==> src/rtl/relu_layer_ctrl.sv <==
// One ReLU layer pass: SRAM read -> ReLU datapath -> SRAM write, 1 word/cycle, read-to-write latency 2 cycles, no backpressure.
// Defining RELU_CTRL_CYCLE_CNT_EN adds the cyc_cnt output (busy/done cycle counter).
module relu_layer_ctrl #(
  parameter int WORD_SIZE = 16,
  parameter int ADDR_W    = 12,
  parameter int MAX_INFL  = 4
) (
  input  logic                 clk,
  input  logic                 rst,
  input  logic                 start,
  input  logic [ADDR_W-1:0]    src_base,
  input  logic [ADDR_W-1:0]    dst_base,
  input  logic [ADDR_W-1:0]    len,
  output logic                 busy,
  output logic                 done,
  output logic                 rd_en,
  output logic [ADDR_W-1:0]    rd_addr,
  input  logic [WORD_SIZE-1:0] rd_data,
  output logic                 relu_di_valid,
  output logic [WORD_SIZE-1:0] relu_di,
  input  logic                 relu_do_valid,
  input  logic [WORD_SIZE-1:0] relu_do,
  output logic                 wr_en,
  output logic [ADDR_W-1:0]    wr_addr,
  output logic [WORD_SIZE-1:0] wr_data
`ifdef RELU_CTRL_CYCLE_CNT_EN
  ,
  output logic [31:0]          cyc_cnt
`endif
);

  localparam int IW = $clog2(MAX_INFL + 1);
  localparam logic [IW-1:0] MAX_I = IW'(MAX_INFL);
  localparam logic [IW-1:0] ONE_I = IW'(1);
  localparam logic [ADDR_W-1:0] ONE_A = ADDR_W'(1);

  typedef enum logic [1:0] {S_IDLE, S_RUN, S_DRAIN, S_DONE} state_t;

  state_t            r_state;
  state_t            w_state_nxt;
  logic [ADDR_W-1:0] r_src, r_dst, r_len, r_rd_cnt, r_wr_cnt, r_rd_addr;
  logic [IW-1:0]     r_infl;
  logic              r_busy, r_done, r_rd_en, r_di_vld;

  logic              w_accept, w_active, w_wr, w_rd_en_nxt;
  logic [ADDR_W-1:0] w_src_nxt, w_len_nxt, w_rd_cnt_nxt, w_wr_cnt_nxt;
  logic [IW-1:0]     w_infl_nxt;

  always_comb begin
    w_accept     = start && (r_state == S_IDLE);
    w_active     = (r_state == S_RUN) || (r_state == S_DRAIN);
    // Stray results with nothing outstanding are dropped
    w_wr         = relu_do_valid && w_active && (r_infl != '0);
    w_src_nxt    = w_accept ? src_base : r_src;
    w_len_nxt    = w_accept ? len : r_len;
    w_rd_cnt_nxt = w_accept ? '0 : (r_rd_en ? r_rd_cnt + ONE_A : r_rd_cnt);
    w_wr_cnt_nxt = w_accept ? '0 : (w_wr ? r_wr_cnt + ONE_A : r_wr_cnt);
    w_infl_nxt   = r_infl;
    if (w_accept)              w_infl_nxt = '0;
    else if (r_rd_en && !w_wr) w_infl_nxt = r_infl + ONE_I;
    else if (!r_rd_en && w_wr) w_infl_nxt = r_infl - ONE_I;

    w_state_nxt = r_state;
    case (r_state)
      S_IDLE:  if (w_accept) w_state_nxt = (len != '0) ? S_RUN : S_DRAIN;
      S_RUN:   if (w_rd_cnt_nxt == r_len) w_state_nxt = S_DRAIN;
      S_DRAIN: if (w_wr_cnt_nxt == r_len) w_state_nxt = S_DONE;
      default: w_state_nxt = S_IDLE;
    endcase

    // Read strobe is registered, so it is decided one cycle ahead from next-state values
    w_rd_en_nxt = (w_state_nxt == S_RUN) && (w_rd_cnt_nxt < w_len_nxt) && (w_infl_nxt < MAX_I);
  end

  always_ff @(posedge clk or negedge rst) begin
    if (!rst) begin
      r_state   <= S_IDLE;
      r_src     <= '0;
      r_dst     <= '0;
      r_len     <= '0;
      r_rd_cnt  <= '0;
      r_wr_cnt  <= '0;
      r_rd_addr <= '0;
      r_infl    <= '0;
      r_busy    <= 1'b0;
      r_done    <= 1'b0;
      r_rd_en   <= 1'b0;
      r_di_vld  <= 1'b0;
    end else begin
      r_state   <= w_state_nxt;
      r_src     <= w_src_nxt;
      r_len     <= w_len_nxt;
      if (w_accept) r_dst <= dst_base;
      r_rd_cnt  <= w_rd_cnt_nxt;
      r_wr_cnt  <= w_wr_cnt_nxt;
      r_rd_addr <= w_src_nxt + w_rd_cnt_nxt;
      r_infl    <= w_infl_nxt;
      r_busy    <= (w_state_nxt == S_RUN) || (w_state_nxt == S_DRAIN);
      r_done    <= (w_state_nxt == S_DONE);
      r_rd_en   <= w_rd_en_nxt;
      r_di_vld  <= r_rd_en;
    end
  end

`ifdef RELU_CTRL_CYCLE_CNT_EN
  logic [31:0] r_cyc_cnt;

  always_ff @(posedge clk or negedge rst) begin
    if (!rst)                   r_cyc_cnt <= '0;
    else if (w_accept)          r_cyc_cnt <= '0;
    else if (r_state != S_IDLE) r_cyc_cnt <= r_cyc_cnt + 32'd1;
  end

  assign cyc_cnt = r_cyc_cnt;
`endif

  assign busy          = r_busy;
  assign done          = r_done;
  assign rd_en         = r_rd_en;
  assign rd_addr       = r_rd_addr;
  assign relu_di_valid = r_di_vld;
  assign relu_di       = rd_data;
  assign wr_en         = w_wr;
  assign wr_addr       = r_dst + r_wr_cnt;
  assign wr_data       = relu_do;

endmodule

==> config.mk <==
export PLATFORM = sky130hd
export DESIGN_NAME = relu_layer_ctrl
export DESIGN_NICKNAME = d
export VERILOG_FILES = /design/src/rtl/relu_layer_ctrl.sv
export SDC_FILE = /design/constraint.sdc
export NUM_CORES = 1
export LEC_CHECK = 0
export BUFFER_PORTS_ARGS = -buffer_cell sky130_fd_sc_hd__buf_2
export CAP_MARGIN = 20
export CORE_ASPECT_RATIO = 0.5
export CORE_MARGIN = 2
export CORE_UTILIZATION = 50
export CTS_BUF_LIST = sky130_fd_sc_hd__clkbuf_4 sky130_fd_sc_hd__clkbuf_8
export CTS_CLUSTER_SIZE = 30
export DETAILED_ROUTE_END_ITERATION = 12
export PLACE_DENSITY = 0.85
export SLEW_MARGIN = 30
export SYNTH_ARGS = -nofsm -noshare
export SYNTH_HDL_FRONTEND = slang
export SYNTH_SLANG_ARGS = --single-unit
==> constraint.sdc <==
create_clock -name clk -period 4.1 [get_ports clk]
set_clock_uncertainty 0.1 [all_clocks]
set_input_delay 0.41 -clock clk [delete_from_list [all_inputs] [get_ports clk]]
set_output_delay 0.41 -clock clk [all_outputs]
set_load 0.02 [all_outputs]
==> results.yml <==
layout:
  area_growth_pct: 9.57
  final_cell_mix: "nand2_1, dfrtp_1, buf_2"
  layout_commonest_cell: "nand2_1"
  final_cells: 762
  final_layout_size_suffix_gt1_share_pct: 16.2
  fin_nets: 736
  n_antenna_cell: 0
  fillers: 893
synthesis:
  syn_nets: 700
  synth.ff_latch_count: 81
  ys_top_cells_by_area: "dfrtp_1, ha_1, xnor2_1, nand2_1, buf_4"
  syn_area_per_cell_um2: 9.09
  synthFlopType: "dfrtp_1"
  ys_seq_area_share_pct: 38.4
  synth_cells: 581
  synth_warnings: 0
  async_reset_ff_share_pct: 100
  synth_area_um2: 5280
  synth_edf_count: 0
  synth_top_area_cell: "dfrtp_1"
  yosys.cell_types.count: 58
  synth_top_area_share_pct: 38.4
placement:
  dp_hpwl_um: 8770
  io_buffers: 68
  gp_congestion: 0.895
  post-place-ws_ns: 0.449
  place_inst: 746
worst_setup_path:
  worst_r2r_path_depth: 13
  critical_path.top_delay_family: "simple AND/OR/NAND/NOR gates"
  cp-start-kind: "flop"
  end_kind: "flop"
  rr_startpoint: "r_state[0]"
  rrSetupSlack_ns: 0.39
  required_ns: 4.27
  reg2reg_to: "rd_en"
  cpMaxStageDelayCell: "or4_1"
  crit_type: "reg2reg"
  crit_top_cell: "ha_1"
  cp_cell_sequence: "inv_1 > ha_1 > nand2_1 > or2_2 > or4_1 > a21oi_1 > xor2_1 > nor3_1 > o2111ai_1 > o211ai_1 > ha_1 > nand4b_1 > a211oi_1"
  max_stage_delay_ns: 0.54
  worstPathBufferInverterCount: 1
  crit_arrival_ns: 3.88
  crit_fanout: 10
route:
  vias_per_cell: 5.45
  ant_nets: 0
  vias: 4156
  drt_iter0_drc: 228
  post_drt_wl_per_cell_um: 15.5
  drc: 0
  drt-pass1-iter-count: 5
  wl_um: 11800
timing:
  fin_hold_ws_ns: -0.0264
  max_slew.worst_pin.slew_ns: 0.715
  hold_viol_final: 21
  finalCriticalPeriod_ns: 3.71
  maxSlewViolCount: 0
  timing.slew.headroom_pct: 51.7
  setup_violations: 0
  setup_ws_ns: 0.393
  max_freq_mhz: 270
  fin_crit_sh_pct: 90.4
  rsz0062_at_grt: "no"
  setup_tns_ns: 0
clock_network:
  cts.clk_slew.worst_paths_ns: 0.08
  cts_resized: 0
  cts.hold.buffers_added: 0
  cts.htree.levels: 3
  ctsRootBufferMaster: "clkbuf_8"
  cts_setup_buffers: 0
  clock_path_buffers: 2
  worst_skew_pair.late_latency_ns: 0.36
  cts_tree: "done"
  cts_sinks: 81
  cts_made_buffers: 9
global_routing:
  grt_usage_pct: 21.7
  grt_overflow: 0
  grt_pass1_wl_um: 19700
  grt_pass1_vias: 4213
  grt_max_degree: 82
  antenna_found_initial: 0
worst_hold_path:
  hold_class: "in2async"
floorplanning:
  fp.dieW_um: 149
  die-area_um2: 11500
  row_count: 26
  core-area_um2: 10200
  initial_utilization_pct: 51.6
  die_h_um: 76.7
  ios: 133
pwr:
  leakagePower_nw: 2.88
  p_per_area_nw_per_um2: 705
  fin_total_pwr_mw: 4.08
  vdd_ir_drop_max_uv: 281
run:
  maxCapViolCount: 0
status:
  violations: "negative hold slack"
  status: "finished with violations"
==> metrics by stage <==
step                      util (%)  cell area (um^2)
final                         56.5              5790
after global routing          56.5              5790
after CTS                     56.5              5790
after detailed placement      54.1              5540
after global placement        54.0              5540
after floorplan                  -              5290
==> registers in the layout, summed over array words and instances, names as in the netlist <==
signal / cells
rd_addr: 12
r_infl: 3
r_state: 2
done: 1
r_src: 12
rd_en: 1
busy: 1
r_len: 12
relu_di_valid: 1
r_wr_cnt: 12
r_dst: 12
r_rd_cnt: 12
==> worst reg2reg max path, stage by stage, from the launching register on <==
cell and delay, ns:
dfrtp_1 0.41, inv_1 0.11, ha_1 0.31, nand2_1 0.14, or2_2 0.42, or4_1 0.54, a21oi_1 0.26, xor2_1 0.10
nor3_1 0.20, o2111ai_1 0.15, o211ai_1 0.33, ha_1 0.22, nand4b_1 0.11, a211oi_1 0.22
==> routing by layer <==
| layer | GRT usage, % | up-vias | share of wire (%) |
|---|---|---|---|
| met2 | 35.7 | 117 | 46 |
| met5 | 0 | - | 0 |
| met4 | 7.81 | 0 | 2.7 |
| met1 | 27.4 | 1971 | 45 |
| met3 | 6.19 | 45 | 7.2 |
| li1 | - | 2023 | - |
==> cells by family after synthesis <==
family | after synthesis | synth area share (%)
xor gates and xnor gates | 60 | 9.95
adders and majority gates | 47 | 11.4
buffers and inverters | 85 | 8.48
AOI/OAI and AO/OA | 81 | 10.5
DFF | 81 | 38.4
and+or+nand+nor | 214 | 18.8
muxes | 13 | 2.46
==> worst max-delay path by stage <==
stage	from	end	slack [ns]	cells after the start
floorplan	r_state[0]	rd_addr[10]	0.02	20
global placement	r_state[0]	rd_en	0.68	13
detailed placement	r_state[0]	rd_en	0.45	13
CTS	r_state[0]	rd_en	0.43	13
global route	r_state[0]	rd_en	0.19	13
finish	r_state[0]	rd_en	0.39	13
==> power breakdown <==
group | internal [mW] | switching [mW] | leakage [nW]
registers | 1.10 | 0.246 | 1.03
logic | 0.809 | 1.22 | 1.72
clock network | 0.427 | 0.287 | 0.123
total | 2.33 | 1.75 | 2.88
==> cell usage after synthesis (all sizes together) (2+ instances only) <==
cell type	n
o211ai	3
nor3	18
a21oi	17
nand2b	3
ha	45
a21o	9
nor2	40
a31oi	3
o31ai	3
o41ai	3
xnor2	43
and2	4
nor4	7
clkbuf	8
nor2b	5
a2111oi	2
a21boi	5
o21ai	16
fa	2
and4	2
and3	2
buf	40
nor4b	3
nand4b	2
xor2	17
or3	2
nand3	14
inv	37
mux2i	13
o2111ai	2
nand2	98
o21bai	3
nand4	8
a31o	2
or2	3
dfrtp	81
a211oi	2
==> area by class of cell <==
class	count	area (um^2)	area share, %
Clock buffer	11	145	2.51
Timing Repair Buffer	73	384	6.63
Multi-Input combinational cell	415	2820	48.6
Inverter	37	139	2.40
Tap cell	140	175	3.03
Clock inverter	5	103	1.77
Sequential cell	81	2030	35.0
No activity file was read; power rests on OpenSTA's default activity.
